**config.mk**
```make
export PLATFORM = sky130hd
export DESIGN_NAME = exec_ctrl
export DESIGN_NICKNAME = d
export VERILOG_FILES = /design/src/rtl/exec_ctrl.sv
export SDC_FILE = /design/constraint.sdc
export NUM_CORES = 1
export LEC_CHECK = 0
export ABC_AREA = 0
export BUFFER_PORTS_ARGS = -buffer_cell sky130_fd_sc_hd__buf_4
export CAP_MARGIN = 15
export CELL_PAD_IN_SITES_DETAIL_PLACEMENT = 1
export CELL_PAD_IN_SITES_GLOBAL_PLACEMENT = 2
export CORE_ASPECT_RATIO = 2
export CORE_MARGIN = 5
export CORE_UTILIZATION = 33
export CTS_CLUSTER_SIZE = 8
export DETAILED_ROUTE_END_ITERATION = 12
export PLACE_DENSITY_LB_ADDON = 0.1
export SKIP_CTS_REPAIR_TIMING = 1
export SLEW_MARGIN = 20
export SYNTH_ARGS = -nofsm -noshare
export SYNTH_HDL_FRONTEND = slang
export SYNTH_SLANG_ARGS = --single-unit
```
**constraint.sdc**
```tcl
create_clock -name clk -period 2.45 [get_ports clk]
set_input_delay 0.3675 -clock clk [delete_from_list [all_inputs] [get_ports clk]]
set_output_delay 0.3675 -clock clk [all_outputs]
set_load 0.01 [all_outputs]
```
**src/rtl/exec_ctrl.sv**
```systemverilog
// rtl/exec_ctrl.sv - execution controller: single-step, rate-limited run, breakpoint/halt, retired count
module exec_ctrl #(
  parameter int         PC_W     = 8,
  parameter int         DIV_W    = 24,
  parameter int         CNT_W    = 16,
  parameter logic [3:0] HALT_OPC = 4'hF
) (
  input  logic             clk,
  input  logic             reset,
  input  logic             step_pb,
  input  logic             run_sw,
  input  logic             halt_req,
  input  logic             bp_en,
  input  logic [PC_W-1:0]  bp_addr,
  input  logic [DIV_W-1:0] rate_div,
  input  logic [PC_W-1:0]  pc,
  input  logic [3:0]       opcode,
  output logic             core_en,
  output logic [1:0]       state,
  output logic             bp_hit,
  output logic [CNT_W-1:0] retired
);

  typedef enum logic [1:0] {
    S_IDLE = 2'b00,
    S_RUN  = 2'b01,
    S_BRK  = 2'b10
  } state_t;

  state_t           cur_state;
  state_t           nxt_state;
  logic [DIV_W-1:0] div_cnt;
  logic [DIV_W-1:0] div_nxt;
  logic [DIV_W-1:0] eff_m1;
  logic             skip_bp;
  logic             skip_nxt;
  logic             step_q;
  logic             step_ok;
  logic             at_decision;
  logic             stop_hit;
  logic             issue;

  // A step counts only as a fresh press, and never while a pulse is still out.
  assign step_ok = step_pb & ~step_q & ~core_en;

  // Issue interval clamps to 2 so the PC has settled before the next sample.
  assign eff_m1 = (rate_div <= DIV_W'(2)) ? DIV_W'(1) : (rate_div - DIV_W'(1));

  // >= rather than == so a shrinking rate_div fires immediately instead of wrapping.
  assign at_decision = (div_cnt >= eff_m1);

  assign stop_hit = (bp_en && (pc == bp_addr)) || (opcode == HALT_OPC);

  assign state  = cur_state;
  assign bp_hit = (cur_state == S_BRK);

  // Next-state, divider, skip flag and issue decision.
  always_comb begin
    nxt_state = cur_state;
    div_nxt   = div_cnt;
    skip_nxt  = skip_bp;
    issue     = 1'b0;
    case (cur_state)
      S_IDLE: begin
        div_nxt = '0;
        if (step_ok) begin
          issue = 1'b1;
        end else if (run_sw && !halt_req) begin
          nxt_state = S_RUN;
        end
      end
      S_RUN: begin
        if (halt_req || !run_sw) begin
          nxt_state = S_IDLE;
          div_nxt   = '0;
        end else if (at_decision) begin
          div_nxt = '0;
          if (!skip_bp && stop_hit) begin
            nxt_state = S_BRK;
          end else begin
            issue = 1'b1;
          end
        end else begin
          div_nxt = div_cnt + DIV_W'(1);
        end
      end
      S_BRK: begin
        div_nxt = '0;
        if (step_ok) begin
          issue     = 1'b1;
          nxt_state = S_IDLE;
        end else if (!run_sw || halt_req) begin
          nxt_state = S_IDLE;
          skip_nxt  = 1'b1;
        end
      end
      default: begin
        nxt_state = S_IDLE;
        div_nxt   = '0;
      end
    endcase
    // Any issue consumes the one-shot breakpoint bypass.
    if (issue) begin
      skip_nxt = 1'b0;
    end
  end

  // Control state registers; a button held through reset must not step.
  always_ff @(posedge clk or negedge reset) begin
    if (!reset) begin
      cur_state <= S_IDLE;
      div_cnt   <= '0;
      skip_bp   <= 1'b0;
      step_q    <= 1'b1;
      core_en   <= 1'b0;
    end else begin
      cur_state <= nxt_state;
      div_cnt   <= div_nxt;
      skip_bp   <= skip_nxt;
      step_q    <= step_pb;
      core_en   <= issue;
    end
  end

  // Retired-instruction counter, wraps naturally.
  always_ff @(posedge clk or negedge reset) begin
    if (!reset) begin
      retired <= '0;
    end else if (core_en) begin
      retired <= retired + CNT_W'(1);
    end
  end

endmodule

```
==> run summary, run 1 <==
### Status
- result of the run: finished, violations left
- violations in the final reports: setup timing

### Setup path
- CP Cell Sequence: buf_6 -> or3_4 -> nor3_4 -> nand4b_1 -> nor4_2 -> xor2_1 -> nand2_1 -> ha_4 -> nand4_1 -> nor4_4 -> o311ai_4 -> nand4_4 -> clkbuf_16 -> nor2_4
- required time worst endpoint: 2.62 ns
- startpoint of the worst register-to-register path: div_cnt[0]
- Crit Path Max Fanout: 8
- Arrival @ worst endpoint: 3.52 ns
- Slowest-stage cell, CP: sky130_fd_sc_hd__nor4_4
- kind of launch point of the worst setup path: input pin
- Crit. Startpoint: rate_div[2]
- Crit Path Class: in2reg
- Critical Path Max Stage Delay: 0.43 ns
- Worst setup EP type: flop

### Synthesis
- Synth async-reset ratio: 100.0%
- gate count of the mapped netlist: 350
- syn_area_per_cell: 9.270 µm²
- register bit count reported by yosys: 45
- library cell with the largest summed area after synthesis: sky130_fd_sc_hd__dfrtp_1
- warning count from the yosys run: 0
- dominant synthesized flop cell: sky130_fd_sc_hd__dfrtp_1
- Post-Synthesis Cell Area: 0.003244 mm²
- library cell with the highest instance count after synthesis: sky130_fd_sc_hd__nand2_1
- list of most frequent post-synthesis cells: sky130_fd_sc_hd__nand2_1 (46), sky130_fd_sc_hd__dfrtp_1 (44), sky130_fd_sc_hd__xor2_1 (44)
- main area contributors after synthesis: sky130_fd_sc_hd__dfrtp_1 (34%), sky130_fd_sc_hd__xor2_1 (12%), sky130_fd_sc_hd__ha_1 (11%)
- area share of the leading cell type in the synthesized netlist: 33.94%
- Synth cell types: 48
- number of enable flip-flop cells after synthesis: 0
- sequential area share after synthesis: 34.75%
- post-synth net total: 428

### STA
- number of pins exceeding their max-slew limit in the final report: 0
- Max-slew headroom: 50.56%
- final hold violations: 0
- Max Clk Rate: 298.7 MHz
- unrepaired setup endpoints after global routing: true
- final period utilization: 136.6%
- slew of the pin with the lowest slew margin: 0.7400 ns
- final setup slack of the worst path: -0.8977 ns
- final period demand of the worst path: 3.348 ns
- final setup skew: 0.008103 ns
- final number of setup-violating endpoints: 28

### Layout
- Seq. cell area: 0.001127 mm²
- Ant. Diodes: 0
- final instance count without filler cells: 606
- number of fill cells: 1,154
- Total Nets Final: 551
- layout cells sized above 1: 36.29%
- Layout area overhead: 42.85%
- final core area utilization: 47.78%
- area used by multi-input combinational logic: 0.002192 mm²

### Clock tree
- H-tree level count: 2
- root cell of the clock tree: sky130_fd_sc_hd__clkbuf_16
- clock-pin slew on the worst setup and hold paths: 0.07 ns
- clock sink count: 45
- total CTS buffers: 5
- buffers from clock root to sink, at most: 2
- CTS tree: done
- worst skew pair latency: 0.29 ns

### Die
- width of the die: 80.11 µm
- initial cell density of the core: 33.45%
- count of boundary I/O pins: 70
- overall die area: 0.01203 mm²
- placement row count: 51
- Die Y: 150.2 µm
- area of the placeable core: 0.009699 mm²

### Routing
- wirelength, routed: 8.963 mm
- Pre-antenna DRT Iters: 4
- wire length per cell after detailed routing: 14.79 µm
- remaining antenna violation count after routing: 0
- via-per-instance ratio: 4.921
- detailed-route DRC error count: 0
- DRC violation total after the first TritonRoute iteration: 32
- routed vias: 2,982

### Power
- worst IR drop on VDD: 0.2365 mV
- PD cells: 410.2 mW/mm²
- final total power: 1.901 mW
- leak pwr: 2.204 nW

### Place
- Detailed Place HPWL: 7.329 mm
- placed instance count: 590
- Buffers on Ports: 69
- Final GP Congestion: 0.7463

### Global route
- number of antenna violations at the first check in global routing: 0
- vias in the first global route: 3,081
- wire length of the first global-routing pass: 14.06 mm
- total congestion overflow after global routing: 0
- largest net degree at the start of global routing: 46
- GR Util All Layers: 14.90%

### Run
- Max Cap Violations: 0

### Worst hold path
- HP Class: in2async

critical path, delay by kind of cell:
kind	cells	cell delay, ns
simple gates	9	2.19
buf+inv	2	0.29
fa+ha+maj	1	0.28
compound gates	1	0.20
xor+xnor	1	0.17
through the flow:
step / setup TNS, ns / hold slack, ns / setup slack [ns] / area [µm²]
final: -24.44 / 0.07336 / -0.8977 / 4634
after global routing: -29.57 / 0.1232 / -1.079 / 4634
after CTS: -33.82 / 0.09111 / -1.237 / 4407
after detailed placement: -42.37 / 0.4133 / -1.546 / 4259
after global placement: -40.79 / 0.4080 / -1.482 / 4259
after floorplan: -14.89 / 0.07191 / -0.5692 / 3263
path summary, 6_finish.rpt:
kind,end,slack [ns],cells past startpoint
worst max-delay path,div_cnt[11],-0.90,14
worst min-delay path,retired[15],0.07,1
worst max register to register,state[1],0.15,9
worst min register to register,retired[15],0.48,1
max in group asynchronous,retired[0],1.96,1
min in group clk,step_q,0.20,1
kinds of logic after synthesis:
family                     after synthesis  synth area share (%)
and+or+nand+nor                        165                 27.69
AOI/OAI and AO/OA                       30                 6.711
buffers and inverters                   17                 2.429
muxes                                    1                0.3471
xor gates and xnor gates                64                 17.28
DFF                                     45                 34.75
adders and majority gates               28                 10.80
cell type report:
class | instances | share of cell area, %
well taps | 132 | 3.564
multi-input cells | 288 | 47.30
inverters | 11 | 0.8909
repair buffers | 122 | 20.73
flip-flops and latches | 45 | 24.33
clock inverters | 3 | 0.4860
clock buffers | 5 | 2.700
layer usage:
metal	vias to the layer above	track usage [%]	wire length (µm)
met3	10	1.377	254
met2	52	30.65	5412
met1	1452	14.21	3088
li1	1468	-	-
met5	-	0	0
met4	0	6.261	207
report_power, final:
part	internal [mW]	switching, mW
registers	0.786	0.0521
logic	0.222	0.170
clock network	0.378	0.294
total	1.39	0.516
sequential cells by signal, indices dropped and copies added (netlist names):
signal   count
state        2
skip_bp      1
step_q       1
div_cnt     24
core_en      1
retired     16
placed cells by master, fill, tap and decap left out, drive strengths merged, types with 2 or more instances in the layout:
cell type and count:
a211oi 2, nor4 10, o21ai 6, nor3 12, a31o 2, nor2 38, nand2 47, ha 28
and3 7, inv 10, dfrtp 44, nand3 15, nand4b 2, a21oi 8, nor3b 2, nand2b 6
or3 2, xor2 44, nand4 15, clkbuf 6, and4 4, clkinvlp 3, a21o 3, xnor2 20
buf 121
Power figures use the tool's default switching activity.
==> run 2: changes to the inputs <==
- clock period: 2.45 -> 3.4 ns (I/O delays scaled with it)
==> run 2 against run 1 <==
Net effect:
- the run now ends clean
- power shrank 24%
- non-clock buffer count is 14 lower
- die area unchanged
- clock power fell by 17%
- worst setup slack better by 0.96 ns
- first-iteration DRC count rose by 75%
- critical path type unchanged
- critical endpoint is now div_cnt[2]
==> run summary, run 2 (synthesis results as in run 1) <==
### Setup path
- required time worst endpoint: 3.63 ns
- startpoint of the worst register-to-register path: div_cnt[0]
- Crit. Startpoint: rate_div[16]
- Crit Path Class: in2reg
- CP Cell Sequence: buf_6 -> or4_4 -> nor4_4 -> nand4_1 -> buf_6 -> nand2b_4 -> ha_4 -> a2111oi_4 -> nor3_2 -> o311ai_1 -> buf_4 -> nand4_4 -> clkbuf_16 -> nor2_4
- reg2reg setup slack: 1.07 ns
- endpoint of the worst-slack reg-to-reg timing path: div_cnt[2]
- Worst setup EP type: flop
- kind of launch point of the worst setup path: input pin
- Arrival @ worst endpoint: 3.57 ns
- CP endpoint: div_cnt[2]
- Critical Path Max Stage Delay: 0.54 ns
- most numerous cell on the critical path: sky130_fd_sc_hd__buf_6
- Slowest-stage cell, CP: sky130_fd_sc_hd__or4_4
- count of cells along the worst register-to-register path: 10
- Crit Path Max Fanout: 8

### Die
- placement row count: 51
- count of boundary I/O pins: 70
- initial cell density of the core: 33.45%
- width of the die: 80.11 µm
- overall die area: 0.01203 mm²
- Die Y: 150.2 µm
- area of the placeable core: 0.009699 mm²

### Layout
- final non-filler cell area: 0.004629 mm²
- Largest register FFs: 24
- final instance count without filler cells: 592
- register containing the most flip-flops in the final layout: div_cnt
- Ant. Diodes: 0
- most frequent cells in the layout: sky130_fd_sc_hd__buf_4 (100), sky130_fd_sc_hd__xor2_1 (44), sky130_fd_sc_hd__dfrtp_1 (44), sky130_fd_sc_hd__nand2_1 (43), sky130_fd_sc_hd__ha_1 (25)
- Total Nets Final: 537
- most common cell after layout, fill and taps aside: sky130_fd_sc_hd__buf_4
- layout cells sized above 1: 36.52%
- Layout area overhead: 42.69%

### Clock tree
- clock-pin slew on the worst setup and hold paths: 0.07 ns
- total CTS buffers: 5
- buffers from clock root to sink, at most: 2
- CTS tree: done
- clock sink count: 45
- H-tree level count: 2
- root cell of the clock tree: sky130_fd_sc_hd__clkbuf_16
- worst skew pair latency: 0.29 ns

### Place
- area after detailed placement: 0.004158 mm²
- placed instance count: 579
- Buffers on Ports: 69
- Detailed Place HPWL: 7.120 mm
- Final GP Congestion: 0.7817
- Setup WS pre-CTS: -0.3617 ns

### Power
- worst IR drop on VDD: 0.2364 mV
- final total power: 1.444 mW
- PD cells: 311.9 mW/mm²
- leak pwr: 2.153 nW

### STA
- Max Clk Rate: 299.3 MHz
- final number of setup-violating endpoints: 0
- final period utilization: 98.26%
- number of pins exceeding their max-slew limit in the final report: 0
- Max-slew headroom: 53.17%
- final setup skew: 0.003780 ns
- final hold violations: 0
- slew of the pin with the lowest slew margin: 0.7009 ns
- final period demand of the worst path: 3.341 ns
- final setup slack of the worst path: 0.05901 ns
- unrepaired setup endpoints after global routing: true

### Global route
- GR Util All Layers: 14.80%
- layer with the highest usage: met2
- vias in the first global route: 3,103
- wire length of the first global-routing pass: 14.04 mm
- GR met3 Demand/Resource: 0.8383%
- GR met2 Demand/Resource: 30.48%
- total congestion overflow after global routing: 0
- largest net degree at the start of global routing: 46
- number of antenna violations at the first check in global routing: 0
- global-route track usage on met1: 14.29%

### Routing
- routed vias: 2,928
- wirelength, routed: 8.913 mm
- DRC violation total after the first TritonRoute iteration: 56
- detailed-route DRC error count: 0
- remaining antenna violation count after routing: 0
- via-per-instance ratio: 4.946
- Pre-antenna DRT Iters: 4
- wire length per cell after detailed routing: 15.06 µm

### Worst hold path
- HP Class: in2async

### Status
- result of the run: finished, final reports clean

### Run
- Max Cap Violations: 0

run 2: cell types whose count changed in the layout (fill, tap and decap cells not counted), sizes merged:
| cell | before | now |
|---|---|---|
| clkinv | 1 | 2 |
| buf | 121 | 107 |
| bufinv | 0 | 1 |
| clkinvlp | 3 | 1 |
run 2: per-stage QoR:
stage          setup TNS (ns)  hold slack (ns)  utilization [%]
2_1_floorplan               0           0.2144                -
3_3_place_gp           -8.440           0.4647            42.87
3_5_place_dp           -9.428           0.4671            42.87
4_1_cts                -1.055           0.2431            44.63
5_1_grt                -2.387           0.2672            47.73
6_report                    0           0.2146            47.73
run 2: how the worst min path moves through the flow:
| stage | startpoint | endpoint | slack, ns | cells after the start |
|---|---|---|---|---|
| after floorplan | reset | core_en | 0.21 | 0 |
| after detailed placement | retired[15] | retired[15] | 0.47 | 1 |
| final | reset | retired[15] | 0.21 | 1 |
| after global placement | retired[15] | retired[15] | 0.46 | 1 |
| after global routing | reset | div_cnt[1] | 0.27 | 1 |
| after CTS | reset | retired[14] | 0.24 | 1 |
run 2: final cells by class:
class	count	area, µm²
Fill cell	1149	5070
Multi-Input combinational cell	288	2257
Sequential cell	45	1127
Timing Repair Buffer	108	867.1
Tap cell	132	165.2
Clock buffer	5	125.1
Clock inverter	3	46.29
Inverter	11	41.29
run 2: per-layer routing:
layer	wire length, µm	up-vias
met5	0	-
met2	5392	52
met4	182	0
li1	-	1439
met3	226	11
met1	3111	1426
run 2: power by group:
group | internal (mW) | total (mW) | switching [mW]
Combinational | 0.155 | 0.280 | 0.125
Sequential | 0.566 | 0.604 | 0.0381
Clock | 0.348 | 0.560 | 0.212
run 2: worst max-delay path: cells and delay by family:
family | cells | cell delay, ns
adder cells (fa/ha/maj) | 1 | 0.21
AND/OR/NAND/NOR | 7 | 1.49
buffers and inverters | 4 | 0.73
AO/OA/AOI/OAI | 2 | 0.62
